## src/rtl/sevenseg_scan.sv

```systemverilog
// Multiplexed seven-segment scanner: per-digit hex/raw decode, PWM brightness
// with a dead time at each slot start, and frame-aligned shadow -> active update.
module sevenseg_scan #(
    parameter int CLK_HZ      = 100000000,
    parameter int RATE_HZ     = 1000,
    parameter int DIGITS      = 3,
    parameter int BR_W        = 3,
    parameter int DEAD_CYC    = 2,
    parameter int SEG_ACT_LOW = 1,
    parameter int EN_ACT_LOW  = 1
) (
    input  logic                  clk,
    input  logic                  resetn,
    input  logic                  load,
    input  logic [8*DIGITS-1:0]   data,
    input  logic [DIGITS-1:0]     hex_mask,
    input  logic [BR_W-1:0]       bright,
    input  logic                  enable,
    output logic [7:0]            ss,
    output logic [DIGITS-1:0]     ssen,
    output logic                  frame_start
);

    localparam int PERIOD = CLK_HZ / (RATE_HZ * DIGITS);
    localparam int CW     = (PERIOD > 1) ? $clog2(PERIOD) : 1;
    localparam int DW     = (DIGITS > 1) ? $clog2(DIGITS) : 1;
    // EW holds any value 0..PERIOD, enough for slot positions and window ends
    localparam int EW     = $clog2(PERIOD + 1);
    localparam int PRW    = BR_W + 1 + EW;

    if (PERIOD <= DEAD_CYC) begin : g_period_chk
        $error("sevenseg_scan: slot period must exceed DEAD_CYC");
    end
    if (DIGITS < 1 || DIGITS > 8) begin : g_digits_chk
        $error("sevenseg_scan: DIGITS must be 1..8");
    end

    logic [CW-1:0]              slot_cnt, slot_nxt;
    logic [DW-1:0]              dig_idx, dig_nxt;
    logic                       slot_wrap, frame_wrap;
    logic [DIGITS-1:0][7:0]     shd_data, act_data, act_data_nxt;
    logic [DIGITS-1:0]          shd_mask, act_mask, act_mask_nxt;
    logic [7:0]                 seg_q, seg_nxt;
    logic [EW-1:0]              on_q, on_nxt, on_bright, slot_e, win_hi;
    logic [PRW-1:0]             on_prod;
    logic                       en_q, en_nxt;
    logic [DIGITS-1:0]          en_vec;

    function automatic logic [7:0] decode(input logic [7:0] b, input logic hex);
        logic [6:0] s;
        case (b[3:0])
            4'h0: s = 7'h3F;  4'h1: s = 7'h06;  4'h2: s = 7'h5B;  4'h3: s = 7'h4F;
            4'h4: s = 7'h66;  4'h5: s = 7'h6D;  4'h6: s = 7'h7D;  4'h7: s = 7'h07;
            4'h8: s = 7'h7F;  4'h9: s = 7'h6F;  4'hA: s = 7'h77;  4'hB: s = 7'h7C;
            4'hC: s = 7'h39;  4'hD: s = 7'h5E;  4'hE: s = 7'h79;  4'hF: s = 7'h71;
            default: s = 7'h00;
        endcase
        return hex ? {b[7], s} : b;
    endfunction

    // Next-state of the scan plus everything presented in the coming cycle;
    // outputs are registered from next-state so segments, enable window and
    // frame_start all line up with slot_cnt/dig_idx.
    always_comb begin
        slot_wrap    = (slot_cnt == CW'(PERIOD - 1));
        frame_wrap   = slot_wrap && (dig_idx == DW'(DIGITS - 1));
        slot_nxt     = slot_wrap ? '0 : slot_cnt + CW'(1);
        dig_nxt      = dig_idx;
        if (frame_wrap)     dig_nxt = '0;
        else if (slot_wrap) dig_nxt = dig_idx + DW'(1);
        // pre-edge shadow: a load landing on the wrap edge waits one frame
        act_data_nxt = frame_wrap ? shd_data : act_data;
        act_mask_nxt = frame_wrap ? shd_mask : act_mask;
        seg_nxt      = seg_q;
        if (slot_nxt == '0)
            seg_nxt = decode(act_data_nxt[dig_nxt], act_mask_nxt[dig_nxt]);
        // full-precision on-time; result never exceeds PERIOD-DEAD_CYC
        on_prod      = (PRW'(bright) + PRW'(1)) * PRW'(PERIOD - DEAD_CYC);
        on_bright    = EW'(on_prod >> BR_W);
        on_nxt       = (slot_nxt == '0) ? on_bright : on_q;
        slot_e       = EW'(slot_nxt);
        win_hi       = EW'(DEAD_CYC) + on_nxt;
        en_nxt       = enable && (slot_e >= EW'(DEAD_CYC)) && (slot_e < win_hi);
    end

    // Scan counters, shadow/active data and registered output state
    always_ff @(posedge clk or negedge resetn) begin
        if (!resetn) begin
            slot_cnt    <= '0;
            dig_idx     <= '0;
            shd_data    <= '0;
            shd_mask    <= '0;
            act_data    <= '0;
            act_mask    <= '0;
            seg_q       <= '0;
            on_q        <= '0;
            en_q        <= 1'b0;
            frame_start <= 1'b0;
        end else begin
            slot_cnt    <= slot_nxt;
            dig_idx     <= dig_nxt;
            if (load) begin
                shd_data <= data;
                shd_mask <= hex_mask;
            end
            act_data    <= act_data_nxt;
            act_mask    <= act_mask_nxt;
            seg_q       <= seg_nxt;
            on_q        <= on_nxt;
            en_q        <= en_nxt;
            frame_start <= (slot_nxt == '0) && (dig_nxt == '0);
        end
    end

    // Only the scanned digit may ever be enabled, so the vector is one-hot or zero
    for (genvar i = 0; i < DIGITS; i++) begin : g_en
        assign en_vec[i] = en_q && (dig_idx == DW'(i));
    end

    assign ss   = (SEG_ACT_LOW != 0) ? ~seg_q  : seg_q;
    assign ssen = (EN_ACT_LOW  != 0) ? ~en_vec : en_vec;

endmodule
```

## config.mk

```make
export PLATFORM = sky130hd
export DESIGN_NAME = sevenseg_scan
export DESIGN_NICKNAME = d
export VERILOG_FILES = /design/src/rtl/sevenseg_scan.sv
export SDC_FILE = /design/constraint.sdc
export NUM_CORES = 1
export LEC_CHECK = 0
export BUFFER_PORTS_ARGS = -buffer_cell sky130_fd_sc_hd__buf_4
export CAP_MARGIN = 15
export CELL_PAD_IN_SITES_DETAIL_PLACEMENT = 1
export CELL_PAD_IN_SITES_GLOBAL_PLACEMENT = 1
export CORE_AREA = 2 2 145 147
export CTS_CLUSTER_DIAMETER = 80
export CTS_CLUSTER_SIZE = 24
export DETAILED_ROUTE_END_ITERATION = 8
export DIE_AREA = 0 0 147 149
export PLACE_DENSITY_LB_ADDON = 0.1
export SETUP_SLACK_MARGIN = 0.3
export SLEW_MARGIN = 25
export SYNTH_ARGS = -nofsm -noshare
export SYNTH_HDL_FRONTEND = slang
export SYNTH_SLANG_ARGS = --single-unit
export TNS_END_PERCENT = 20
```

## constraint.sdc

```tcl
create_clock -name clk -period 6.55 [get_ports clk]
set_input_delay 1.31 -clock clk [delete_from_list [all_inputs] [get_ports clk]]
set_output_delay 1.31 -clock clk [all_outputs]
set_load 0.02 [all_outputs]
```

Word-level counts from Yosys, hierarchy flattened
Memories as Yosys holds them, arrays and structs flattened.
Index checks and enable logic that the tools add are counted.
- flip-flop bits (word level): 98
- memories kept: 1
- input port bits: 34
- ROM bits: 112
- logic and storage cells: 49
- memory list (name ; words ; bits a word ; read ports ; clocked after Yosys merged registers in ; wr ports ; line ; RTL):
    (no name shown) ; 16 ; 7 ; 1 ; 0 ; 0 ; 51 ; case (b[3:0])
- muxes and demuxes: 11
- add/sub/neg operators: 4
- reductions and logical operators: 10
- equal/unequal tests: 3
- order comparisons: 3
- multiply operators: 1
- bitwise operators: 2
- operators with widths (cell ; count):
    16-bit 2-to-1 mux ; 2
    24-bit 2-to-1 mux ; 1
    4-bit by 16-bit multiplier with 19-bit output (second input constant) ; 1
    16-bit by 1-bit adder with 16-bit output (second input constant) ; 1
    2-bit by 16-bit adder with 16-bit output (first input constant) ; 1
    8-bit binary-select mux with 2-bit select ; 1
    16-bit equality test (second input constant) ; 1
    16-bit by 2-bit greater-or-equal comparator with 1-bit output (second input constant) ; 1
    16-bit zero test ; 1
    16-bit less-than comparator ; 1
    8-bit 2-to-1 mux ; 1
    8-bit inverter ; 1
    1-bit logical AND ; 7
    7-bit 2-to-1 mux ; 1
    3-bit by 1-bit adder with 4-bit output (second input constant) ; 1
    2-bit zero test ; 2
    2-bit 2-to-1 mux ; 2
    2-bit by 3-bit less-than comparator with 1-bit output (second input constant) ; 1
    3-bit 2-to-1 mux ; 1
    3-bit inverter ; 1
    2-bit by 1-bit adder with 2-bit output (second input constant) ; 1
    1-bit binary-select mux with 2-bit select ; 1
    2-bit by 1-bit equality test with 1-bit output (second input constant) ; 1
    2-bit equality test (second input constant) ; 1
    1-bit 2-to-1 mux ; 1

Longest topological paths before layout
- word-level depth: 7
- mapped depth: 28

Least setup slack after synthesis
Ideal clock, no wire load.
- path kind: input to register
- from: input port bright[0]
- to: register en_q
- required time: 6446 ps
- slack: 505 ps
- cell stages on the path: 24
- data arrival time: 5942 ps
- path through: ha_1 > xor2_1 > inv_1 > ha_1 > ha_1 > or2_2 > ha_1 > a21o_1 > a31oi_1 > xnor2_1 > a221o_1 > o21ai_0 > or4_4 > o21ai_2 > xnor2_1 > ha_1 > a21o_1 > a21o_1 > a21o_1 > a21oi_1 > nor2b_1 > o21ai_0 > nand2b_1 > a221oi_1
- cells in the longest elaborated chain, start to end: 6
- ends and longest elaborated chain (what ; line ; RTL):
    start, declared ; 17 ; input logic [BR_W-1:0] bright,
    3-bit by 1-bit adder with 4-bit output ; 78 ; on_prod = (PRW'(bright) + PRW'(1)) * PRW'(PERIOD - DEAD_CYC);
    4-bit by 16-bit multiplier with 19-bit output ; 78 ;
    16-bit 2-to-1 mux ; 80 ; on_nxt = (slot_nxt == '0) ? on_bright : on_q;
    2-bit by 16-bit adder with 16-bit output ; 82 ; win_hi = EW'(DEAD_CYC) + on_nxt;
    16-bit less-than comparator ; 83 ; en_nxt = enable && (slot_e >= EW'(DEAD_CYC)) && (slot_e < win_hi);
    1-bit logical AND ; 83 ;
    named net en_nxt ; 46 ; logic en_q, en_nxt;
    end signal, assigned ; 110 ; en_q <= en_nxt;
    end, declared ; 46 ;
The timed path passes the listed nets, and every way through them passes these cells.
A chain may end at the register's enable or synchronous reset.

Worst setup path after layout
Same ends and word-level chain as after synthesis.

==> results.cfg <==
[global_routing]
busiest_layer = met2
grtUsageTotal_pct = 15.5
antenna_found_initial = 0
use_met3_pct = 1.80
met2_usage_pct = 27.0
gr-usage-met1_pct = 20.4
grt_max_degree = 57
overflow = 0
grt_pass1_vias = 5002
grt_pass1_wl_um = 26800

[synthesis]
syn_inst = 611
synth_edf_count = 0
ys_types = 66
ys.flop_type = dfrtp_1
synth_top_cells_by_area = dfrtp_1 (41%), ha_1 (9.0%), mux2_2 (7.0%)
yosys_warnings = 0
synth_seq_area_share_pct = 41.1
synth_top_cell_by_area = dfrtp_1
synth_top_area_share_pct = 41.1
synth_seq_cells = 98
syn_area_um2 = 5970
syn_nets = 688
async_flop_share_pct = 100
synth_most_common_cell = dfrtp_1
syn_area_per_cell_um2 = 9.77
synth_commonest_cells = dfrtp_1 (98), nand2_1 (87), ha_1 (43)

[floorplanning]
chipHeight_um = 149
die_area_um2 = 21900
core_area_um2 = 20600
rows = 53
die_w_um = 147
initial_core_util_pct = 29.1
io_pins = 46

[setup_path]
r2r-start = slot_cnt[0]
critical_path_required_ns = 6.82
startpoint = bright[0]
startpoint_type = input port
cp_common_cell = ha_1
endpoint_kind = flip-flop
cpPeakStageDelay_ns = 0.52
crit_type = in -> reg
path_delay_family = compound AO/OA/AOI/OAI gates
crit_path_max_fanout = 5
critical-path-slowest-cell = or4_4
worstPathArrival_ns = 6.21
crit_buf_inv = 2

[clock_tree]
cts.path.max_buffers = 2
path_clk_slew_ns = 0.08
tritoncts = done
root_buffer = clkbuf_16
clkLatencyLatePin_ns = 0.36
h-tree-depth = 3
cts_sinks = 98
cts_buffers = 9
holdBufCountCts = 0

[drt]
drc = 0
drt-initial-drc-count = 186
wirelength_um = 16100
detail-route-antenna-nets = 0
vias = 4580
vias_per_cell = 4.93
dr.pass1.iters = 4
wl_per_cell_um = 17.3

[worst_hold_path]
worstHoldStart = act_data[15]
worstHoldPathType = reg -> reg

[cells_and_area]
area_growth_pct = 16.0
finalNonFillerCells = 929
final_util_pct = 33.7
nets = 726
nFillCells = 2371
drive_gt1_share_pct = 20.0
n_antenna_cell = 0

[timing]
relSlewSlack_pct = 45.8
tns_ns = 0
layout_min_cycle_time_ns = 5.94
finalSetupViolations = 0
max_freq_mhz = 168
fin_crit_sh_pct = 90.6
tightest_slew_ns = 0.813
skew_ns = 0.00749
finalMaxSlewViolations = 0
grt_setup_unrepaired = no
hold_viol = 0
holdWs_ns = 0.467

[placement]
dp.cells = 913
port_buffers = 45
place.gp.congestion = 0.765
place_hpwl_um = 11900

[run_status]
status = finished, final reports clean

[power_and_ir_drop]
p_leak_nw = 3.41
ir_drop_mv = 0.121
powerDensity_nw_per_um2 = 198

[run]
maxCapViolations = 0
registers in the layout, indices dropped and copies added (netlist names):
name         flops
act_data        24
shd_data        24
on_q            16
slot_cnt        16
seg_q            8
act_mask         3
shd_mask         3
dig_idx          2
en_q             1
frame_start      1
power by group:
group | switching, mW | internal [mW]
combinational | 0.0932 | 0.0744
clock | 0.265 | 0.299
sequential | 0.0113 | 0.626
worst register-to-register path: cells and delay by family, from the launching register on:
family / cells / cell delay (ns)
AO/OA/AOI/OAI: 10 / 2.16
XOR/XNOR: 1 / 0.13
adder cells (fa/ha/maj): 3 / 0.90
flip-flops: 1 / 0.51
AND/OR/NAND/NOR: 8 / 1.47
cell usage in the layout, fill, tap and decap left out, types with 3 or more instances in the layout:
cell	instances
a211oi_1	6
a21o_1	13
a21oi_1	16
a21oi_2	3
a31oi_1	6
and2_1	4
and3_1	3
buf_4	54
clkbuf_16	9
clkinvlp_4	3
dfrtp_1	98
ha_1	43
inv_1	38
mux2_2	37
mux2i_1	16
nand2_1	87
nand2b_1	3
nand3_1	16
nand4_1	9
nor2_1	33
nor2b_1	3
nor3_1	10
nor4_1	5
nor4bb_1	4
o211ai_1	4
o21a_1	3
o21ai_0	30
o21ai_2	3
o22ai_1	3
o31ai_1	5
or2_2	3
xnor2_1	18
xor2_1	18
what timing repair did:
| action | in CTS | in global routing |
|---|---|---|
| setup endpoints to repair | 0 | 1 |
| resized for setup | 0 | 8 |
| setup buffers | 0 | 0 |
| hold endpoints to repair | 0 | 0 |
worst paths after layout:
| path | endpoint | slack [ns] | cells after the start |
|---|---|---|---|
| max in group asynchronous | shd_data[6] | 4.46 | 2 |
| setup / recovery | en_q | 0.61 | 25 |
| min in group asynchronous | slot_cnt[11] | 1.04 | 1 |
| hold reg to reg | act_data[15] | 0.47 | 2 |
| hold / removal | act_data[15] | 0.47 | 2 |
| setup reg to reg | en_q | 1.31 | 22 |
layer usage:
layer | vias to the layer above | wire, um
li1 | 2232 | -
met1 | 2293 | 7700
met2 | 42 | 7910
met3 | 13 | 266
met4 | 0 | 195
met5 | - | 0
kinds of logic after synthesis:
logic type,after synthesis,share of synthesized area [%]
buffers and inverters,65,4.69
flip-flops,98,41.1
multiplexers,53,9.66
AND/OR/NAND/NOR,200,17.1
adder cells (fa/ha/maj),43,9.01
XOR/XNOR,37,5.43
AO/OA/AOI/OAI,115,13.1
metrics by stage:
stage / instance area, um2 / total power, mW / setup slack, ns
floorplan: 5970 / 0.747 / 0.505
global placement: 6580 / 0.810 / 0.191
detailed placement: 6580 / 0.814 / -0.0200
CTS: 6880 / 1.38 / 0.365
global route: 6930 / 1.43 / 0.304
finish: 6930 / 1.37 / 0.615
layout make-up:
type | instances | area (um2) | area share (%)
clock inverters | 7 | 75.1 | 1.08
clock buffers | 9 | 225 | 3.25
repair buffers | 54 | 405 | 5.85
well taps | 275 | 344 | 4.97
multi-input cells | 448 | 3280 | 47.4
inverters | 38 | 143 | 2.06
flip-flops and latches | 98 | 2450 | 35.4
Power figures use the tool's default switching activity.
